## config.mk

```make
export PLATFORM = sky130hd
export DESIGN_NAME = stopwatch_ctrl
export DESIGN_NICKNAME = d
export VERILOG_FILES = /design/src/rtl/stopwatch_ctrl.sv
export SDC_FILE = /design/constraint.sdc
export NUM_CORES = 1
export LEC_CHECK = 0
export CORE_MARGIN = 2
export CORE_UTILIZATION = 45
export DETAILED_ROUTE_END_ITERATION = 8
export GPL_TIMING_DRIVEN = 0
export PLACE_DENSITY = 0.73
export SLEW_MARGIN = 20
export SYNTH_ARGS = -nofsm -noshare
export SYNTH_HDL_FRONTEND = slang
export SYNTH_SLANG_ARGS = --single-unit
```

## constraint.sdc

```tcl
create_clock -name clk -period 1.83 [get_ports clk]
set_input_delay 0.2745 -clock clk [delete_from_list [all_inputs] [get_ports clk]]
set_output_delay 0.2745 -clock clk [all_outputs]
set_load 0.02 [all_outputs]
```

## src/rtl/stopwatch_ctrl.sv

```systemverilog
// Stopwatch controller: button edge commands, 0.1 s count-enable prescaler,
// chain clear, saturation at 9:59.9 and lap-split freeze for the display.
module stopwatch_ctrl #(
  parameter int unsigned DIV = 5_000_000,
  parameter bit          SAT = 1'b1
) (
  input  logic       clk,
  input  logic       r,
  input  logic       btn_ss,
  input  logic       btn_lr,
  input  logic [3:0] cnt_q0,
  input  logic [7:0] cnt_qs,
  input  logic [3:0] cnt_qm,
  output logic       cnt_en,
  output logic       cnt_clr,
  output logic [3:0] disp_q0,
  output logic [7:0] disp_qs,
  output logic [3:0] disp_qm,
  output logic [1:0] state,
  output logic       running,
  output logic       ovf
);

  localparam int unsigned    PW      = $clog2(DIV);
  localparam logic [PW-1:0]  PRE_MAX = PW'(DIV - 1);

  typedef enum logic [1:0] {
    IDLE = 2'd0,
    RUN  = 2'd1,
    STOP = 2'd2,
    LAP  = 2'd3
  } state_t;

  state_t        state_q, state_d;
  logic [PW-1:0] pre_q, pre_d;
  logic [15:0]   lap_q, lap_d;
  logic          btn_ss_d_q, btn_lr_d_q;
  logic          cnt_clr_q, cnt_clr_d;
  logic          ovf_q, ovf_d;

  logic ss_e, lr_e, active, tick, halt;

  // start/stop wins when both buttons rise together
  assign ss_e   = btn_ss & ~btn_ss_d_q;
  assign lr_e   = btn_lr & ~btn_lr_d_q & ~ss_e;
  assign active = (state_q == RUN) || (state_q == LAP);
  assign tick   = active && (pre_q == PRE_MAX);
  assign halt   = SAT && (cnt_qm == 4'd9) && (cnt_qs == 8'h59) && (cnt_q0 == 4'd9);

  always_ff @(posedge clk or negedge r) begin
    if (!r) begin
      state_q    <= IDLE;
      pre_q      <= '0;
      lap_q      <= '0;
      btn_ss_d_q <= 1'b0;
      btn_lr_d_q <= 1'b0;
      cnt_clr_q  <= 1'b0;
      ovf_q      <= 1'b0;
    end else begin
      state_q    <= state_d;
      pre_q      <= pre_d;
      lap_q      <= lap_d;
      btn_ss_d_q <= btn_ss;
      btn_lr_d_q <= btn_lr;
      cnt_clr_q  <= cnt_clr_d;
      ovf_q      <= ovf_d;
    end
  end

  always_comb begin
    state_d   = state_q;
    pre_d     = pre_q;
    lap_d     = lap_q;
    cnt_clr_d = 1'b0;
    ovf_d     = ovf_q;
    if (active) pre_d = (pre_q == PRE_MAX) ? '0 : pre_q + 1'b1;
    unique case (state_q)
      IDLE: if (ss_e) state_d = RUN;
      RUN: begin
        if (ss_e) state_d = STOP;
        else if (lr_e) begin
          state_d = LAP;
          lap_d   = {cnt_qm, cnt_qs, cnt_q0};
        end
      end
      LAP: begin
        if (ss_e)      state_d = STOP;
        else if (lr_e) state_d = RUN;
      end
      STOP: begin
        if (ss_e) state_d = RUN;
        else if (lr_e) begin
          state_d   = IDLE;
          cnt_clr_d = 1'b1;
          pre_d     = '0;
          ovf_d     = 1'b0;
        end
      end
      default: state_d = IDLE;
    endcase
    // a tick that would roll past 9:59.9 stops the watch instead
    if (tick && halt) begin
      state_d = STOP;
      ovf_d   = 1'b1;
    end
  end

  always_comb begin
    state   = state_q;
    running = active;
    cnt_en  = tick & ~halt;
    cnt_clr = cnt_clr_q;
    ovf     = ovf_q;
    if (state_q == LAP) {disp_qm, disp_qs, disp_q0} = lap_q;
    else                {disp_qm, disp_qs, disp_q0} = {cnt_qm, cnt_qs, cnt_q0};
  end

endmodule

```

# After elaboration in Yosys (flattened, before gate mapping)
# Cells that the tools add are included.
dict set report word_totals {
  regBits 45
  latch_bits 0
  mem_bits_rw 0
  romBits 0
  in_bits 20
  output_inout_bits 22
  elab_cells 63
  mem_count 0
}
dict set report op_classes {
  add_sub_neg 1
  multipliers 0
  div_mod_pow 0
  n_lt_le_gt_ge 0
  eq_ne 12
  shifts 0
  n_mux 24
  n_bitwise 8
  reduce_logical 11
}
# cell count
set op_table {}
lappend op_table {{$mux W23} 5}
lappend op_table {{$add A23 B1 Y23 const B} 1}
lappend op_table {{$eq A23 B23 Y1 const B} 1}
lappend op_table {{$mux W2} 8}
lappend op_table {{$eq A4 B4 Y1 const B} 2}
lappend op_table {{$eq A8 B7 Y1 const B} 1}
lappend op_table {{$mux W4} 2}
lappend op_table {{$mux W8} 1}
lappend op_table {{$ne A4 B4 Y1 const B} 2}
lappend op_table {{$pmux W2 S4} 1}
lappend op_table {{$mux W1} 7}
lappend op_table {{$reduce_and A3 Y1} 2}
lappend op_table {{$and A1 B1 Y1} 4}
lappend op_table {{$eq A2 B2 Y1 const B} 2}
lappend op_table {{$logic_and A1 B1 Y1} 4}
lappend op_table {{$ne A4 B3 Y1 const B} 1}
lappend op_table {{$not A1 Y1} 4}
lappend op_table {{$reduce_and A4 Y1} 1}
lappend op_table {{$reduce_bool A2 Y1} 2}
lappend op_table {{$ne A3 B3 Y1 const B} 1}
lappend op_table {{$eq A2 B1 Y1 const B} 1}
lappend op_table {{$logic_not A2 Y1} 1}
lappend op_table {{$ne A2 B1 Y1 const B} 1}
lappend op_table {{$logic_or A1 B1 Y1} 1}

# Longest topological paths before layout
# Gate-level depths: netlist of run 1.
dict set report logic_depth {
  ltp_word 8
  depth_mapped 6
  ltp_nobuf 5
}

# Worst setup path before layout of run 1
# Ideal clock, no wire load.
dict set report synth_path {
  kind {flip-flop to output port}
  from {reg state_q[0] (netlist: state[0])}
  to {out disp_qm[0]}
  arrival_ns 1.723
  required_ns 1.556
  path_slack_ns -0.168
  path_stages_with_launch 5
  path_buffers 2
  cell_sequence {dfrtp_1 > buf_1 > nand2_1 > clkbuf_1 > mux2_2}
}
dict set report synth_between {
  elab_chain_len 2
}
# element line
set synth_rtl {}
lappend synth_rtl {{start, declared} 34} ;# state_t state_q, state_d;
lappend synth_rtl {{start signal, assigned} 60} ;# state_q <= state_d;
lappend synth_rtl {{$eq A2 B2 Y1} 114} ;# if (state_q == LAP) {disp_qm, disp_qs, disp_q0} = lap_q;
lappend synth_rtl {{$mux W4} 114}
lappend synth_rtl {{end, declared} 18} ;# output logic [3:0] disp_qm,
# Every way passes these cells.

# Final worst setup path of run 1
dict set report layout_path {
  from {reg pre_q[0]}
  to {reg pre_q[22]}
}
dict set report layout_between {
  elab_chain_len 6
  elab_cells_between_ends 7
  classes_between {add/sub: 1; eq/ne: 1; mux: 5}
}
# element line
set layout_rtl {}
lappend layout_rtl {{start, declared} 35} ;# logic [PW-1:0] pre_q, pre_d;
lappend layout_rtl {{start signal, assigned} 61} ;# pre_q <= pre_d;
lappend layout_rtl {{$add A23 B1 Y23 or $eq A23 B23 Y1 (tied branches)} 76} ;# if (active) pre_d = (pre_q == PRE_MAX) ? '0 : pre_q + 1'b1;
lappend layout_rtl {{$mux W23 * (2 in series)} 76}
lappend layout_rtl {{$mux W23} 92} ;# else if (lr_e) begin
lappend layout_rtl {{$mux W23} 91} ;# if (ss_e) state_d = RUN;
lappend layout_rtl {{$mux W23 *} 77} ;# unique case (state_q)
lappend layout_rtl {{named net pre_d[22]} 35}
# The timed path passes the listed nets; every way through them passes the cells marked *.
# A chain may end at the register's enable or synchronous reset.

==> impl_metrics.tcl, run 1 <==
set metrics [dict create \
    syn-cell-area_um2 2360 \
    dieArea_um2 5840 \
    critPathCaptureType "flop" \
    ys_seq_area_share_pct 47.7 \
    slowest_stage "or4_4" \
    cp-startpoint "pre_q[0]$_DFF_PN0_" \
    num_antenna_cells 0 \
    cts_made_buffers 5 \
    vias 2033 \
    firstDrtPassIters 4 \
    critPathKind "flop to flop" \
    syn_to_final_growth_pct 48.3 \
    cts_tree "done" \
    fin_crit_sh_pct 110 \
    core_area_um2 5070 \
    setup_viol 18 \
    antenna_found_initial 0 \
    postPlaceCellArea_um2 2890 \
    rsz0062_at_grt "true" \
    power.leakage_nw 1.51 \
    die_w_um 76.4 \
    min_path_type "input port to asynchronous set/reset pin" \
    ios 42 \
    via_per_inst 5.60 \
    grt_use_total_pct 20.2 \
    fin_area_um2 3500 \
    fillers 382 \
    drive_above_1_share_pct 41.3 \
    crit_required_ns 2.05 \
    grt_max_degree 33 \
    ys_types 35 \
    cp_slowest_stage_delay_ns 0.56 \
    synth_nets 236 \
    port_buffers 41 \
    path_clk_slew_ns 0.08 \
    drc 0 \
    power.density_nw_per_um2 1460 \
    ir_worst_vdd_uv 783 \
    nNetsFinal 313 \
    synth_adder_area_share_pct 0.531 \
    htreeDepth 2 \
    synth_warnings 0 \
    ant_nets 0 \
    r2r_start "pre_q[0]$_DFF_PN0_" \
    synth_seq_cells 45 \
    tns_ns -1.29 \
    crit_fanout 5 \
    synth_top_family_by_area "simple AND/OR/NAND/NOR gates" \
    worst_clock_skew_ns 0.0114 \
    gp_congestion 0.820 \
    tightest_slew_ns 0.471 \
    fin_crit_ns 2.01 \
    syn_inst 215 \
    clkSinkCount 45 \
    cp.arrival_ns 2.24 \
    violations "negative setup slack" \
    start_kind "flop" \
    overflow 0 \
    synth-compound-area-share_pct 5.31 \
    synth_top_area_share_pct 47.7 \
    worst-r2r-setup-slack_ns -0.18 \
    synth_mux_area_share_pct 15.7 \
    hold_violations 0 \
    drt_iter0_drc 136 \
    worstPathCellList "ha_4 > buf_6 > nand4_1 > or4_4 > or3_4 > a211oi_2" \
    detail_route.wl_per_cell_um 16.4 \
    r2r-end "pre_q[22]$_DFF_PN0_" \
    synth_area_leaders "dfrtp_1, mux2_2, nor3_1" \
    setup_slack_ns -0.184 \
    fp-row-count 26 \
    status "finished, violations left" \
    cap_viol_max_count 0 \
    reg2reg_depth 6 \
    clkLatencyLatePin_ns 0.31 \
    relSlewSlack_pct 68.5 \
    grt_pass1_wl_mm 9.61 \
    dp_hpwl_mm 3.66 \
    grt_pass1_vias 2057 \
    timing.fmax_mhz 496 \
    totalWireLength_mm 5.95 \
    die_h_um 76.4 \
    clockBufferDepth 2 \
    avgSynthCellArea_um2 11.0 \
    synthSimpleGateAreaFrac_pct 22.5 \
    yosys.area.top_type "dfrtp_1" \
    synthXorXnorAreaFrac_pct 5.57 \
    root_buffer "clkbuf_8" \
    initial_utilization_pct 46.5 \
    maxSlewViolCount 0 \
]
==> registers in the layout (all words and copies together), names as in the netlist <==
register    flops
pre_q          23
lap_q          16
state           2
btn_lr_d_q      1
btn_ss_d_q      1
cnt_clr         1
ovf             1
==> metal layers <==
layer  GRT usage (%)  up-vias  routed length [µm]
met1            25.1      992                2580
met4            6.36        0                  86
met3            5.33       12                 319
met5               0        -                   0
met2            34.4       68                2960
li1                -      961                   -
==> where the power goes <==
part	switching [W]	internal, W
Combinational	0.00101	0.00137
Clock	0.000355	0.000444
Sequential	0.000476	0.00145
Total	0.00184	0.00326
==> how the worst max path moves through the flow <==
stage / cells after the start / slack (ns) / end
after global placement: 1 / -0.92 / state[0]$_DFFE_PN0P_
after floorplan: 5 / 0.007 / pre_q[19]$_DFF_PN0_
after detailed placement: 5 / -0.63 / cnt_en
after CTS: 6 / -0.17 / cnt_en
after global routing: 6 / -0.27 / pre_q[22]$_DFF_PN0_
final: 6 / -0.18 / pre_q[22]$_DFF_PN0_
==> cell usage in the layout (no fill, tap or decap), types with 4 or more instances in the layout <==
cell,count
and3_1,4
nor3_1,17
mux2_1,5
nand2_1,6
xnor2_1,10
buf_4,25
nand4_1,10
mux2_2,15
buf_2,6
nand3_1,9
mux2_4,12
dfrtp_2,4
xor2_1,5
clkdlybuf4s50_1,22
dfrtp_1,41
a211oi_2,6
clkbuf_8,6
buf_6,17
nor2_1,4
o21ai_0,5
==> timing repair <==
action                     4_1_cts  5_1_grt
pin swaps                        9       11
hold buffers                     1        0
hold endpoints to repair        13        0
setup endpoints to repair       52       40
buffers inserted                19       10
gates resized for setup         95       69
gates cloned                     1        0
==> final cells by class <==
class | count | area [µm²] | share of cell area [%]
buffer | 10 | 91.3 | 2.61
inverter | 3 | 11.3 | 0.322
clock inverter | 2 | 37.5 | 1.07
timing repair buffer | 72 | 674 | 19.3
tap | 70 | 87.6 | 2.50
clock buffer | 6 | 82.6 | 2.36
multi-input combinational | 155 | 1380 | 39.5
sequential | 45 | 1130 | 32.3
==> worst max-delay path: cells and delay by family, from the launching register on <==
kind,cells,cell delay (ns)
DFF,1,0.41
buffers and inverters,1,0.09
AOI/OAI and AO/OA,1,0.21
and+or+nand+nor,3,1.05
adders and majority gates,1,0.17
==> per-stage QoR <==
| stage | util, % | worst slack (ns) | power (W) | instances | hold slack (ns) |
|---|---|---|---|---|---|
| final | 68.9 | -0.184 | 0.00510 | 363 | 0.393 |
| after global placement | 56.6 | -0.921 | 0.00354 | 326 | 0.473 |
| after CTS | 62.8 | -0.173 | 0.00462 | 354 | 0.401 |
| after floorplan | - | 0.00674 | 0.00296 | 215 | -0.0211 |
| after global routing | 68.9 | -0.266 | 0.00541 | 363 | 0.412 |
| after detailed placement | 56.9 | -0.625 | 0.00360 | 327 | 0.199 |
==> cell families after synthesis <==
kind of cell	after synthesis
AND/OR/NAND/NOR	87
flip-flops	45
multiplexers	33
AO/OA/AOI/OAI	19
XOR/XNOR	15
buffers and inverters	15
adder cells (fa/ha/maj)	1
==> cells in the mapped netlist <==
master and count:
a211o_1 1, inv_1 3, nor4b_1 4, nand2b_1 2
dfrtp_1 45, clkbuf_1 9, or4_1 2, nor2_1 5
mux2i_1 1, buf_2 1, nand3b_1 2, nor3_1 18
and2_1 3, xnor2_1 10, nand4_4 1, o21ai_0 6
ha_1 1, nand2_1 7, and4_1 3, or3_1 6
a211oi_2 1, and3_1 4, a211oi_1 7, o22ai_1 1
nor2b_1 1, nor4bb_1 4, mux2_2 27, nand4_1 10
nand3_1 10, o21ai_1 3, xor2_1 5, buf_1 1
mux2_1 5, nor4_1 5, buf_4 1
No activity file was read; power rests on OpenSTA's default activity.
==> run 2: changes to the inputs <==
--- a/config.mk
+++ b/config.mk
@@ -5,7 +5,7 @@
 export SDC_FILE = /design/constraint.sdc
 export NUM_CORES = 1
 export LEC_CHECK = 0
-export CORE_MARGIN = 2
+export CORE_MARGIN = 10
 export CORE_UTILIZATION = 45
 export DETAILED_ROUTE_END_ITERATION = 8
 export GPL_TIMING_DRIVEN = 0
==> impl_metrics.tcl, run 2 (synthesis gave the netlist of run 1 again) <==
set metrics [dict create \
    power.leakage_nw 1.48 \
    fp-row-count 26 \
    nNetsFinal 316 \
    violations "negative setup slack" \
    clockBufferDepth 2 \
    detail_route.wl_per_cell_um 17.7 \
    num_antenna_cells 0 \
    htreeDepth 2 \
    rsz0062_at_grt "true" \
    worstPathCellList "ha_2 > and4_4 > and2_4 > nand4_1 > nor2b_1 > buf_4" \
    tightest_slew_ns 0.508 \
    cts_tree "done" \
    final_cell_mix "dfrtp_1, buf_4, clkdlybuf4s50_1" \
    grt_use_total_pct 15.2 \
    fin_crit_ns 2.01 \
    ir_worst_vdd_uv 980 \
    critPathCaptureType "output port" \
    min_path_type "input port to flop" \
    routed.top_layer "met4" \
    drive_above_1_share_pct 43.2 \
    ant_nets 0 \
    via_per_inst 5.67 \
    antenna_found_initial 0 \
    hold_violations 0 \
    crit_required_ns 1.56 \
    syn_to_final_growth_pct 47.1 \
    die_h_um 92.4 \
    initial_utilization_pct 46.2 \
    dr_wl_met3_um 372 \
    grt_pass1_vias 2135 \
    met1Wirelength_mm 2.71 \
    drc 0 \
    power.total_w 0.00492 \
    cp_slowest_stage_delay_ns 0.36 \
    setup_viol 8 \
    core_area_um2 5110 \
    start_kind "flop" \
    drt_iter0_drc 193 \
    cap_viol_max_count 0 \
    power.density_nw_per_um2 1420 \
    regMostFlops "pre_q" \
    vias 2076 \
    gp_congestion 0.826 \
    port_buffers 41 \
    clkLatencyLatePin_ns 0.30 \
    totalWireLength_mm 6.48 \
    status "finished, violations left" \
    crit_fanout 3 \
    final_common_cell "dfrtp_1" \
    die_w_um 92.4 \
    path_delay_family "simple AND/OR/NAND/NOR gates" \
    dr_wl_met2_mm 3.31 \
    cts_made_buffers 5 \
    largest_reg_flops 23 \
    cp.arrival_ns 1.74 \
    slowest_stage "dfrtp_1" \
    path_buf_inv 1 \
    dp_hpwl_mm 4.13 \
    firstDrtPassIters 4 \
    timing.fmax_mhz 497 \
    overflow 0 \
    maxSlewViolCount 0 \
    dieArea_um2 8540 \
    critPathKind "flop to output port" \
    root_buffer "clkbuf_8" \
    grt_max_degree 26 \
    place_ws_ns -0.589 \
    worst_clock_skew_ns 0.00522 \
    fin_crit_sh_pct 110 \
    utilization_pct 67.9 \
    clkSinkCount 45 \
    fillers 385 \
    setup_slack_ns -0.182 \
    relSlewSlack_pct 66.1 \
    path_clk_slew_ns 0.08 \
    ios 42 \
    grt_pass1_wl_mm 10.6 \
]
[run 2: changes by cell type in the layout (fill, tap and decap cells not counted), moves of 2 or more]
cell / change
dfrtp_1: -3
clkinv_2: +2
dfrtp_2: +3
buf_4: +8
buf_6: -4
nor4_4: -2
[run 2: per-layer routing]
metal | vias to the layer above | global-route usage (%)
met2 | 62 | 25.4
met1 | 1037 | 18.4
met3 | 8 | 4.76
met4 | 0 | 4.24
met5 | - | 0
li1 | 969 | -
[run 2: worst reg2reg max path, cell delays in order (launching register included)]
cell and delay, ns:
dfrtp_2 0.43, buf_12 0.12, nand4_4 0.12, or4_4 0.62, or3_4 0.35, a211oi_2 0.22
[run 2: power by group]
| part | total, W | internal (W) | switching (W) | leakage [nW] |
|---|---|---|---|---|
| clock | 0.000602 | 0.000265 | 0.000337 | 0.0450 |
| combinational | 0.00239 | 0.00136 | 0.00103 | 0.884 |
| sequential | 0.00193 | 0.00146 | 0.000467 | 0.552 |
| total | 0.00492 | 0.00308 | 0.00184 | 1.48 |
[run 2: final cells by class]
class | instances | area, µm² | area share (%)
clock buffer | 6 | 72.6 | 2.09
buffer | 9 | 83.8 | 2.42
multi-input combinational | 155 | 1360 | 39.3
sequential | 45 | 1130 | 32.7
clock inverter | 2 | 10.0 | 0.289
tap | 70 | 87.6 | 2.53
timing repair buffer | 76 | 706 | 20.3
inverter | 3 | 11.3 | 0.325
[run 2: final timing paths]
kind | startpoint | slack (ns) | to | depth (start not counted)
max | pre_q[1]$_DFF_PN0_ | -0.18 | cnt_en | 6
min | btn_lr | 0.44 | btn_lr_d_q$_DFF_PN0_ | 1
max reg2reg | pre_q[6]$_DFF_PN0_ | -0.11 | pre_q[17]$_DFF_PN0_ | 5
min reg2reg | lap_q[9]$_DFFE_PN0P_ | 0.50 | lap_q[9]$_DFFE_PN0P_ | 1
max in group asynchronous | r | 0.83 | pre_q[10]$_DFF_PN0_ | 3
min in group asynchronous | r | 0.48 | pre_q[22]$_DFF_PN0_ | 2
[run 2: timing repair]
item	in CTS	in global routing
resized for setup	128	31
cloned	1	0
setup buffers	20	12
hold endpoints to repair	20	0
pin swaps	6	6
endpoints found under the setup margin	52	44
hold buffers	1	0
[run 2: through the flow]
stage          TNS, ns  area [µm²]  hold WS (ns)  instances
3_3_place_gp    -57.53        2870         0.471        326
4_1_cts         -0.706        3280         0.438        356
5_1_grt          -1.66        3470         0.446        366
3_5_place_dp    -23.59        2890         0.279        327
6_report        -0.625        3470         0.444        366
2_1_floorplan        0        2370       -0.0211        215
